<file path="src/rtl/cpu_cmd_pkg.sv">
// rtl/cpu_cmd_pkg.sv - command codes, states and helpers for the host-command sequencer
package cpu_cmd_pkg;

    localparam logic [7:0] CMD_IDENT    = 8'h49; // 'I'
    localparam logic [7:0] CMD_ADDR     = 8'h41; // 'A'
    localparam logic [7:0] CMD_BUS      = 8'h42; // 'B'
    localparam logic [7:0] CMD_MICRO    = 8'h4D; // 'M'
    localparam logic [7:0] CMD_OVERRIDE = 8'h4F; // 'O'
    localparam logic [7:0] CMD_RD_ADDR  = 8'h61; // 'a'
    localparam logic [7:0] CMD_RD_BUS   = 8'h62; // 'b'
    localparam logic [7:0] CMD_RD_FLAGS = 8'h73; // 's'
    localparam logic [7:0] CMD_FLOAT    = 8'h66; // 'f'
    localparam logic [7:0] CMD_NOP      = 8'h4E; // 'N'
    localparam logic [7:0] CMD_CLK      = 8'h63; // 'c'
    localparam logic [7:0] CMD_ICLK     = 8'h43; // 'C'
    localparam logic [7:0] CMD_TICK     = 8'h54; // 'T'
    localparam logic [7:0] CMD_TIMEOUT  = 8'hFF;

    localparam int TX_BYTES = 6;
    localparam int TX_BITS  = 8 * TX_BYTES;

    // Identification string, first character in the least significant byte
    localparam int                 ID_LEN = 6;
    localparam logic [TX_BITS-1:0] ID_STR = 48'h4D56_6167_7046; // "FpgaVM"

    typedef enum logic [2:0] {
        ST_IDLE,
        ST_ARG,
        ST_SEND,
        ST_CLK_HI,
        ST_GAP,
        ST_ICLK_HI
    } state_t;

    // Number of argument bytes that follow a command byte
    function automatic logic [2:0] arg_len(input logic [7:0] cmd);
        case (cmd)
            CMD_ADDR:     arg_len = 3'd2;
            CMD_BUS:      arg_len = 3'd1;
            CMD_MICRO:    arg_len = 3'd4;
            CMD_OVERRIDE: arg_len = 3'd4;
            default:      arg_len = 3'd0;
        endcase
    endfunction

endpackage

</file>
<file path="src/rtl/cmd_tx_shifter.sv">
// rtl/cmd_tx_shifter.sv - byte-serial response shifter with valid/ready handshake
module cmd_tx_shifter
    import cpu_cmd_pkg::*;
(
    input  logic               clk,
    input  logic               rst,
    input  logic               i_load,
    input  logic [TX_BITS-1:0] i_data,
    input  logic [2:0]         i_count,
    output logic [7:0]         o_tdata,
    output logic               o_tvalid,
    input  logic               i_tready,
    output logic               o_done
);

    logic [TX_BITS-1:0] r_buf;
    logic [2:0]         r_left;
    logic               r_valid;
    logic               w_xfer;

    assign w_xfer   = r_valid && i_tready;
    assign o_done   = w_xfer && (r_left == 3'd1);
    assign o_tdata  = r_buf[7:0];
    assign o_tvalid = r_valid;

    // Load a response, then shift one byte out per completed handshake
    always_ff @(posedge clk) begin
        if (rst) begin
            r_buf   <= '0;
            r_left  <= 3'd0;
            r_valid <= 1'b0;
        end else if (i_load) begin
            r_buf   <= i_data;
            r_left  <= i_count;
            r_valid <= (i_count != 3'd0);
        end else if (w_xfer) begin
            r_buf  <= {8'h00, r_buf[TX_BITS-1:8]};
            r_left <= r_left - 3'd1;
            if (r_left == 3'd1) begin
                r_valid <= 1'b0;
            end
        end
    end

endmodule

</file>
<file path="src/rtl/cpu_cmd_sequencer.sv">
// rtl/cpu_cmd_sequencer.sv - host debug-command sequencer driving the 8-bit CPU
module cpu_cmd_sequencer
    import cpu_cmd_pkg::*;
#(
    parameter logic [31:0] DEFAULT_CW   = 32'h0000_0000,
    parameter int          PULSE_CYCLES = 2
) (
    input  logic        clk,
    input  logic        rst,
    input  logic [7:0]  rx_data,
    input  logic        rx_valid,
    output logic        rx_ready,
    output logic [7:0]  tx_data,
    output logic        tx_valid,
    input  logic        tx_ready,
    output logic [7:0]  main_bus_out,
    output logic        main_bus_oe,
    input  logic [7:0]  main_bus_in,
    output logic [15:0] addr_out,
    output logic        addr_oe,
    input  logic [15:0] addr_in,
    input  logic [3:0]  flags_in,
    output logic [31:0] control_word,
    output logic        cpu_clk,
    output logic        cpu_iclk,
    output logic        cpu_rst,
    output logic        unknown_cmd
);

    localparam logic [7:0] PULSE_LAST = 8'(PULSE_CYCLES - 1);

    state_t r_state;
    state_t w_state_nxt;

    logic [31:0] r_arg;
    logic [2:0]  r_cnt;
    logic [7:0]  r_cmd;
    logic        r_tick;
    logic [7:0]  r_pulse_cnt;
    logic        r_float_pend;
    logic        r_unknown;
    logic        r_cpu_rst;
    logic        r_cpu_clk;
    logic        r_cpu_iclk;
    logic [31:0] r_cw;
    logic [15:0] r_addr_out;
    logic        r_addr_oe;
    logic [7:0]  r_bus_out;
    logic        r_bus_oe;

    logic               w_accept;
    logic               w_tx_load;
    logic               w_tx_done;
    logic [TX_BITS-1:0] w_tx_bytes;
    logic [2:0]         w_tx_count;
    logic               w_arg_start;
    logic               w_arg_shift;
    logic               w_arg_done;
    logic               w_oe_clear;
    logic               w_float_req;
    logic               w_unknown;
    logic               w_pulse_load;
    logic               w_tick_nxt;
    logic [2:0]         w_len;
    logic [5:0]         w_shamt;
    logic [31:0]        w_arg_new;
    logic [31:0]        w_arg_final;

    assign rx_ready = !rst && ((r_state == ST_IDLE) || (r_state == ST_ARG));
    assign w_accept = rx_valid && rx_ready;

    // Bytes arrive LSB first; shorter arguments are right-aligned after the last byte
    assign w_len       = arg_len(r_cmd);
    assign w_shamt     = {3'd4 - w_len, 3'b000};
    assign w_arg_new   = {rx_data, r_arg[31:8]};
    assign w_arg_final = w_arg_new >> w_shamt;

    assign main_bus_out = r_bus_out;
    assign main_bus_oe  = r_bus_oe;
    assign addr_out     = r_addr_out;
    assign addr_oe      = r_addr_oe;
    assign control_word = r_cw;
    assign cpu_clk      = r_cpu_clk;
    assign cpu_iclk     = r_cpu_iclk;
    assign cpu_rst      = r_cpu_rst;
    assign unknown_cmd  = r_unknown;

    cmd_tx_shifter u_tx (
        .clk      (clk),
        .rst      (rst),
        .i_load   (w_tx_load),
        .i_data   (w_tx_bytes),
        .i_count  (w_tx_count),
        .o_tdata  (tx_data),
        .o_tvalid (tx_valid),
        .i_tready (tx_ready),
        .o_done   (w_tx_done)
    );

    // State register
    always_ff @(posedge clk) begin
        if (rst) begin
            r_state <= ST_IDLE;
        end else begin
            r_state <= w_state_nxt;
        end
    end

    // Command decode, argument sequencing and pulse timing
    always_comb begin
        w_state_nxt  = r_state;
        w_tx_load    = 1'b0;
        w_tx_bytes   = '0;
        w_tx_count   = 3'd0;
        w_arg_start  = 1'b0;
        w_arg_shift  = 1'b0;
        w_arg_done   = 1'b0;
        w_oe_clear   = 1'b0;
        w_float_req  = 1'b0;
        w_unknown    = 1'b0;
        w_pulse_load = 1'b0;
        w_tick_nxt   = r_tick;
        case (r_state)
            ST_IDLE: begin
                if (w_accept) begin
                    case (rx_data)
                        CMD_IDENT: begin
                            w_tx_load   = 1'b1;
                            w_tx_bytes  = ID_STR;
                            w_tx_count  = 3'(ID_LEN);
                            w_state_nxt = ST_SEND;
                        end
                        CMD_ADDR, CMD_BUS, CMD_MICRO: begin
                            w_arg_start = 1'b1;
                            w_state_nxt = ST_ARG;
                        end
                        CMD_OVERRIDE: begin
                            w_arg_start = 1'b1;
                            w_oe_clear  = 1'b1;
                            w_state_nxt = ST_ARG;
                        end
                        CMD_RD_ADDR: begin
                            w_tx_load   = 1'b1;
                            w_tx_bytes  = {32'h0, addr_in};
                            w_tx_count  = 3'd2;
                            w_state_nxt = ST_SEND;
                        end
                        CMD_RD_BUS: begin
                            w_tx_load   = 1'b1;
                            w_tx_bytes  = {40'h0, main_bus_in};
                            w_tx_count  = 3'd1;
                            w_state_nxt = ST_SEND;
                        end
                        CMD_RD_FLAGS: begin
                            w_tx_load   = 1'b1;
                            w_tx_bytes  = {40'h0, 4'h0, flags_in};
                            w_tx_count  = 3'd1;
                            w_state_nxt = ST_SEND;
                        end
                        CMD_FLOAT: begin
                            w_float_req = 1'b1;
                        end
                        CMD_NOP, CMD_TIMEOUT: begin
                            w_state_nxt = ST_IDLE;
                        end
                        CMD_CLK: begin
                            w_pulse_load = 1'b1;
                            w_tick_nxt   = 1'b0;
                            w_state_nxt  = ST_CLK_HI;
                        end
                        CMD_ICLK: begin
                            w_pulse_load = 1'b1;
                            w_state_nxt  = ST_ICLK_HI;
                        end
                        CMD_TICK: begin
                            w_pulse_load = 1'b1;
                            w_tick_nxt   = 1'b1;
                            w_state_nxt  = ST_CLK_HI;
                        end
                        default: begin
                            w_unknown = 1'b1;
                        end
                    endcase
                end
            end
            ST_ARG: begin
                if (w_accept) begin
                    w_arg_shift = 1'b1;
                    if (r_cnt == 3'd1) begin
                        w_arg_done  = 1'b1;
                        w_state_nxt = ST_IDLE;
                    end
                end
            end
            ST_SEND: begin
                if (w_tx_done) begin
                    w_state_nxt = ST_IDLE;
                end
            end
            ST_CLK_HI: begin
                if (r_pulse_cnt == 8'd0) begin
                    if (r_tick) begin
                        w_pulse_load = 1'b1;
                        w_state_nxt  = ST_GAP;
                    end else begin
                        w_state_nxt = ST_IDLE;
                    end
                end
            end
            ST_GAP: begin
                if (r_pulse_cnt == 8'd0) begin
                    w_pulse_load = 1'b1;
                    w_state_nxt  = ST_ICLK_HI;
                end
            end
            ST_ICLK_HI: begin
                if (r_pulse_cnt == 8'd0) begin
                    w_state_nxt = ST_IDLE;
                end
            end
            default: begin
                w_state_nxt = ST_IDLE;
            end
        endcase
    end

    // Argument shift register and remaining-byte counter
    always_ff @(posedge clk) begin
        if (rst) begin
            r_arg <= 32'h0;
            r_cnt <= 3'd0;
            r_cmd <= 8'h00;
        end else if (w_arg_start) begin
            r_cmd <= rx_data;
            r_cnt <= arg_len(rx_data);
        end else if (w_arg_shift) begin
            r_arg <= w_arg_new;
            r_cnt <= r_cnt - 3'd1;
        end
    end

    // Pulse phase counter; clock outputs follow the state being entered
    always_ff @(posedge clk) begin
        if (rst) begin
            r_pulse_cnt <= 8'd0;
            r_tick      <= 1'b0;
            r_cpu_clk   <= 1'b0;
            r_cpu_iclk  <= 1'b0;
        end else begin
            r_tick     <= w_tick_nxt;
            r_cpu_clk  <= (w_state_nxt == ST_CLK_HI);
            r_cpu_iclk <= (w_state_nxt == ST_ICLK_HI);
            if (w_pulse_load) begin
                r_pulse_cnt <= PULSE_LAST;
            end else if (r_pulse_cnt != 8'd0) begin
                r_pulse_cnt <= r_pulse_cnt - 8'd1;
            end
        end
    end

    // CPU override targets, updated on the final argument byte or an oe release
    always_ff @(posedge clk) begin
        if (rst) begin
            r_cw       <= DEFAULT_CW;
            r_addr_out <= 16'h0;
            r_addr_oe  <= 1'b0;
            r_bus_out  <= 8'h00;
            r_bus_oe   <= 1'b0;
        end else begin
            if (w_oe_clear || r_float_pend) begin
                r_addr_oe <= 1'b0;
                r_bus_oe  <= 1'b0;
            end
            if (w_arg_done) begin
                case (r_cmd)
                    CMD_ADDR: begin
                        r_addr_out <= w_arg_final[15:0];
                        r_addr_oe  <= 1'b1;
                    end
                    CMD_BUS: begin
                        r_bus_out <= w_arg_final[7:0];
                        r_bus_oe  <= 1'b1;
                    end
                    default: begin
                        r_cw <= w_arg_final;
                    end
                endcase
            end
        end
    end

    // CPU reset tail, unknown-command pulse and deferred oe release
    always_ff @(posedge clk) begin
        if (rst) begin
            r_cpu_rst    <= 1'b1;
            r_unknown    <= 1'b0;
            r_float_pend <= 1'b0;
        end else begin
            r_cpu_rst    <= 1'b0;
            r_unknown    <= w_unknown;
            r_float_pend <= w_float_req;
        end
    end

endmodule

</file>
<file path="config.mk">
export PLATFORM = sky130hd
export DESIGN_NAME = cpu_cmd_sequencer
export DESIGN_NICKNAME = d
export VERILOG_FILES = /design/src/rtl/cpu_cmd_pkg.sv /design/src/rtl/cmd_tx_shifter.sv /design/src/rtl/cpu_cmd_sequencer.sv
export SDC_FILE = /design/constraint.sdc
export NUM_CORES = 1
export LEC_CHECK = 0
export BUFFER_PORTS_ARGS = -buffer_cell sky130_fd_sc_hd__buf_2
export CAP_MARGIN = 25
export CORE_ASPECT_RATIO = 0.9
export CORE_MARGIN = 2
export CORE_UTILIZATION = 36
export CTS_CLUSTER_SIZE = 28
export DETAILED_ROUTE_END_ITERATION = 12
export PLACE_DENSITY = 0.66
export REMOVE_ABC_BUFFERS = 1
export SLEW_MARGIN = 0
export SYNTH_ARGS = -nofsm -noshare
export SYNTH_HDL_FRONTEND = slang
export SYNTH_SLANG_ARGS = --single-unit
</file>
<file path="constraint.sdc">
create_clock -name clk -period 3.99 [get_ports clk]
set_input_delay 0.399 -clock clk [delete_from_list [all_inputs] [get_ports clk]]
set_output_delay 0.399 -clock clk [all_outputs]
set_load 0.02 [all_outputs]
</file>
Word-level counts from Yosys, hierarchy flattened
Cells that the tools add are included.
- bits in registers: 170
- input bits: 40
- output and inout port bits: 72
- logic and storage cells: 149
- add/sub/neg operators: 4
- equal/unequal tests: 27
- shift operators: 1
- mux-type cells: 59
- bitwise gates (word level): 4
- reductions and logical operators: 34
- operators with widths (cell ; count):
    47-bit case mux with 4 select lines ; 1
    8-bit by 7-bit equality test with 1-bit output (second input constant) ; 17
    48-bit 2-to-1 mux ; 2
    47-bit 2-to-1 mux ; 2
    3-bit 2-to-1 mux ; 14
    1-bit 2-to-1 mux ; 33
    32-bit by 6-bit right shift with 32-bit output ; 1
    3-bit case mux with 3 select lines ; 3
    3-bit case mux with 6 select lines ; 1
    3-bit case mux with 5 select lines ; 1
    14-bit OR reduction ; 1
    2-bit OR reduction ; 7
    2-bit AND reduction ; 5
    2-bit nonzero test ; 5
    3-bit by 1-bit equality test with 1-bit output (second input constant) ; 3
    3-bit by 2-bit equality test with 1-bit output (second input constant) ; 3
    3-bit equality test (second input constant) ; 3
    8-bit equality test (second input constant) ; 1
    8-bit logical NOT ; 1
    8-bit nonzero test ; 1
    4-bit OR reduction ; 2
    8-bit by 1-bit subtractor with 8-bit output (second input constant) ; 1
    3-bit OR reduction ; 2
    3-bit by 1-bit subtractor with 3-bit output (second input constant) ; 2
    other kinds (10) ; 17

Depth between registers and ports, before layout
- word-level depth: 10
- gate-level depth with buffers: 10
- gate-level depth less buffers: 7

Hierarchy
A second synthesis with hierarchy kept.
- cells, all modules: 839
- area, all modules: 7497.2 um^2
- modules (own cells, without submodules) (module ; instances ; cells each ; area an instance (um^2) ; sequential area each (um^2)):
    cpu_cmd_sequencer ; 1 ; 542 ; 4983.5 ; 2202.1
    cmd_tx_shifter ; 1 ; 297 ; 2513.7 ; 1041.0

Worst setup path after synthesis
Ideal clock, no wire load.
- path type: flip-flop to flip-flop
- start: register r_cmd[4]
- end: register r_addr_out[5], in the netlist addr_out[5]
- setup time: 0.117 ns
- data arrival time: 2.663 ns
- required time: 3.873 ns
- slack: 1.211 ns
- stages on the path, launching flop included: 10
- buffers on the path: 3
- period minus slack after synthesis: 2.779 ns
- path through: dfxtp_1 > nor4b_2 > nand4b_1 > buf_2 > buf_2 > ha_1 > inv_1 > clkbuf_1 > mux4_2 > a22o_1
- word-level cells in the longest chain between the ends: 5
- elaborated cells between the ends (all ways): 9
- classes of those cells: add/sub (1); eq/ne (4); shift (1); mux (1); reduce/logical (2)
- ends and longest elaborated chain (element ; line ; text):
    start, declared ; cpu_cmd_sequencer.sv:37 ; logic [7:0] r_cmd;
    start signal, assigned ; cpu_cmd_sequencer.sv:234 ; r_cmd <= rx_data;
    8-bit by 7-bit equality test with 1-bit output ; cpu_cmd_pkg.sv:37 ; case (cmd)
    2-bit OR reduction (no line) ; n/a ;
    3-bit case mux with 3 select lines ; cpu_cmd_pkg.sv:37 ;
    3-bit subtractor ; cpu_cmd_sequencer.sv:74 ; assign w_shamt = {3'd4 - w_len, 3'b000};
    32-bit by 6-bit right shift with 32-bit output ; cpu_cmd_sequencer.sv:76 ; assign w_arg_final = w_arg_new >> w_shamt;
    end signal, assigned ; cpu_cmd_sequencer.sv:277 ; r_addr_out <= w_arg_final[15:0];
    end, declared ; cpu_cmd_sequencer.sv:46 ; logic [15:0] r_addr_out;
Parallel ways exist; a longest one is shown, timed or not.
A chain may end at the register's enable or synchronous reset.

Worst setup path in the final report
- start: register r_cmd[4]
- end: register r_addr_out[0], in the netlist addr_out[0]
The elaborated chain is that of the path after synthesis.

==> results.yml <==
clock_tree:
  cts.clk_slew.worst_paths_ns: 0.06
  cts_resized: 0
  cts_tree: "yes"
  clock_path_buffers: 2
  numCtsBuffers: 17
  cts_hold_buf: 0
  root_buffer: "clkbuf_16"
  cts_max_level: 4
  clk_latency_ns: 0.42
  post_cts_buffers: 0
  clkSinkCount: 141
worst_setup_path:
  cp_max_fo: 20
  startpoint_type: "register"
  arrival_ns: 3.23
  worstPathRequired_ns: 4.30
  critPathCaptureType: "register"
  r2r_setup_slack_ns: 1.07
  path_class: "register to register"
layout:
  final_util: 0.442
  nets: 805
  area_delta_synth_final_pct: 20.6
  layout-drive-gt1-share: 0.241
  fill_cells: 1637
  multi_input_area_um2: 3030
  seqCellArea_um2: 2820
  antenna_cells: 0
synthesis:
  post-synth-top-area-cell: "dfxtp_1"
  yosysSeqAreaShare: 0.457
  synthTopCellsByCount: "dfxtp_1, nand2_1, a21oi_1, a22o_1, nor2_1"
  synthMuxAreaShare: 0.0587
  yosysMostFrequentCell: "dfxtp_1"
  synth_fa_ha_area_frac: 0.0138
  syn_area_per_cell_um2: 9.15
  netlist.area_leader.share: 0.457
  synth-async-reset-ratio: 0
  synth_top_family_by_area: "compound AO/OA/AOI/OAI gates"
  ys_warn_count: 0
  synth_top_flop_cell: "dfxtp_1"
  synth-xor-area-share: 0.0156
  syn_area_um2: 6180
  synthSimpleGateAreaFrac: 0.198
  synth_compound_area_frac: 0.204
  synthDistinctLibCells: 66
  syn_inst: 675
  synth_edf_count: 0
  synthTopCellsByArea: "dfxtp_1, nand2_1, a22o_1"
  ys_ff_latch: 141
power:
  powerDensity_nw_per_um2: 478
  p_sw_frac: 0.238
  seqPwrFrac: 0.417
  ir_drop_mv: 0.331
  pwr-share-comb: 0.092
  finalPower_uw: 3560
  p_int_uw: 2710
  clkPwrFrac: 0.491
  p_leak_uw: 0.00304
  p_switching_uw: 847
placed_design:
  globalplace.congestion: 0.778
  dp_hpwl_um: 11200
  portBuffers: 111
drt:
  num_vias: 5288
  routedWlPerCell_um: 16.8
  detail_route.first_pass.iterations: 5
  drc: 0
  wl_um: 16500
  via_per_inst: 5.38
  ant_nets: 0
  first_iter_violations: 530
sta:
  timing.slew.headroom: 0.331
  rsz0062_at_grt: "no"
  final-hold-violation-count: 0
  max_freq_ghz: 0.342
  tightest_slew_ns: 1.00
  hold_ws_ns: 0.181
  clock_skew_ns: 0.00894
  slew_violations: 0
  final-setup-viol-count: 0
  finalCritPeriodShare: 0.732
  period_needed_ns: 2.92
  tns_ns: 0
floorplanning:
  die_y_um: 128
  boundaryPins: 112
  dieArea_um2: 18200
  rows: 45
  fp.coreArea_um2: 16800
  floorplan.initialDensity: 0.367
  die_w_um: 142
run:
  drv_cap: 0
hold_path:
  hp-class: "input pin to register"
global_routing:
  antenna_found_initial: 0
  grt_pass1_wl_um: 26000
  grt_pass1_vias: 4727
  grt_overflow: 0
  grtUsageTotal: 0.183
  grt_max_degree: 34
status:
  outcome: "complete, no violations"
==> cells in the final DEF (no fill, tap or decap), types with 5 or more instances in the layout <==
| cell | count |
|---|---|
| dfxtp_1 | 141 |
| nand2_1 | 116 |
| buf_2 | 111 |
| a21oi_1 | 58 |
| a22o_1 | 40 |
| nor2_1 | 38 |
| o21ai_0 | 21 |
| clkbuf_16 | 17 |
| inv_1 | 15 |
| a22oi_1 | 13 |
| nand3_1 | 12 |
| mux2_2 | 10 |
| and3_1 | 9 |
| buf_4 | 9 |
| o2bb2ai_1 | 8 |
| mux4_2 | 8 |
| and2_1 | 7 |
| mux2i_1 | 7 |
| a211oi_1 | 7 |
| nand2b_1 | 6 |
| xnor2_1 | 6 |
| ha_1 | 6 |
| nor3_1 | 5 |
| xor2_1 | 5 |
| o22ai_1 | 5 |
| nor2b_1 | 5 |
| a311oi_1 | 5 |
| bufinv_16 | 5 |
==> cells by family after synthesis <==
family,after synthesis
flops,141
compound gates,184
xor+xnor,11
buf+inv,70
mux,25
fa+ha+maj,7
simple gates,237
==> metrics by stage <==
stage / setup slack [ns] / cells / cell area (µm²)
2_1_floorplan: 0.687 / 620 / 5910
3_3_place_gp: 1.13 / 951 / 6800
3_5_place_dp: 1.09 / 951 / 6800
4_1_cts: 1.07 / 982 / 7450
5_1_grt: 0.867 / 982 / 7450
6_report: 1.07 / 982 / 7450
==> final cells by class <==
cell class	instances	area share
multi-input combinational	464	0.407
sequential	141	0.379
timing repair buffer	120	0.0837
clock buffer	18	0.0590
tap	211	0.0354
clock inverter	13	0.0287
inverter	15	0.00756
==> worst paths after layout <==
| path | start | to | depth (start not counted) |
|---|---|---|---|
| max | r_cmd[4] | addr_out[0] | 7 |
| min | addr_in[11] | u_tx.r_buf[11] | 3 |
| min reg2reg | r_arg[12] | r_arg[12] | 2 |
| max reg2reg | r_cmd[4] | addr_out[0] | 7 |
==> layer usage <==
layer,vias to the layer above,track usage,part of all wire
li1,2596,-,-
met1,2491,0.262,0.48
met3,19,0.0553,0.075
met2,182,0.264,0.43
met4,0,0.0524,0.014
met5,-,0,0
==> power groups by stage <==
stage	Sequential (µW)	Combinational [µW]	Clock [µW]
2_1_floorplan	1510	225	0
3_3_place_gp	1510	322	0
3_5_place_dp	1510	328	0
4_1_cts	1480	330	1780
5_1_grt	1490	375	1840
6_report	1480	329	1750
==> sequential cells by signal, indices dropped and copies added (netlist names) <==
register       count
r_arg             24
r_state            3
control_word      32
main_bus_oe        1
r_tick             1
cpu_clk            1
cpu_rst            1
r_cnt              3
r_cmd              8
main_bus_out       8
u_tx.r_buf        27
u_tx.o_tvalid      1
cpu_iclk           1
u_tx.r_left        3
addr_oe            1
unknown_cmd        1
addr_out          16
r_float_pend       1
r_pulse_cnt        8
==> worst max-delay path, stage by stage (launching register included) <==
cell and delay (ns):
dfxtp_1 0.31, nor4b_2 0.46, nand4b_1 0.15, buf_4 0.25, ha_1 0.40, inv_1 0.43
mux4_2 0.60, a22o_1 0.21
(Power assumes the default switching activity.)
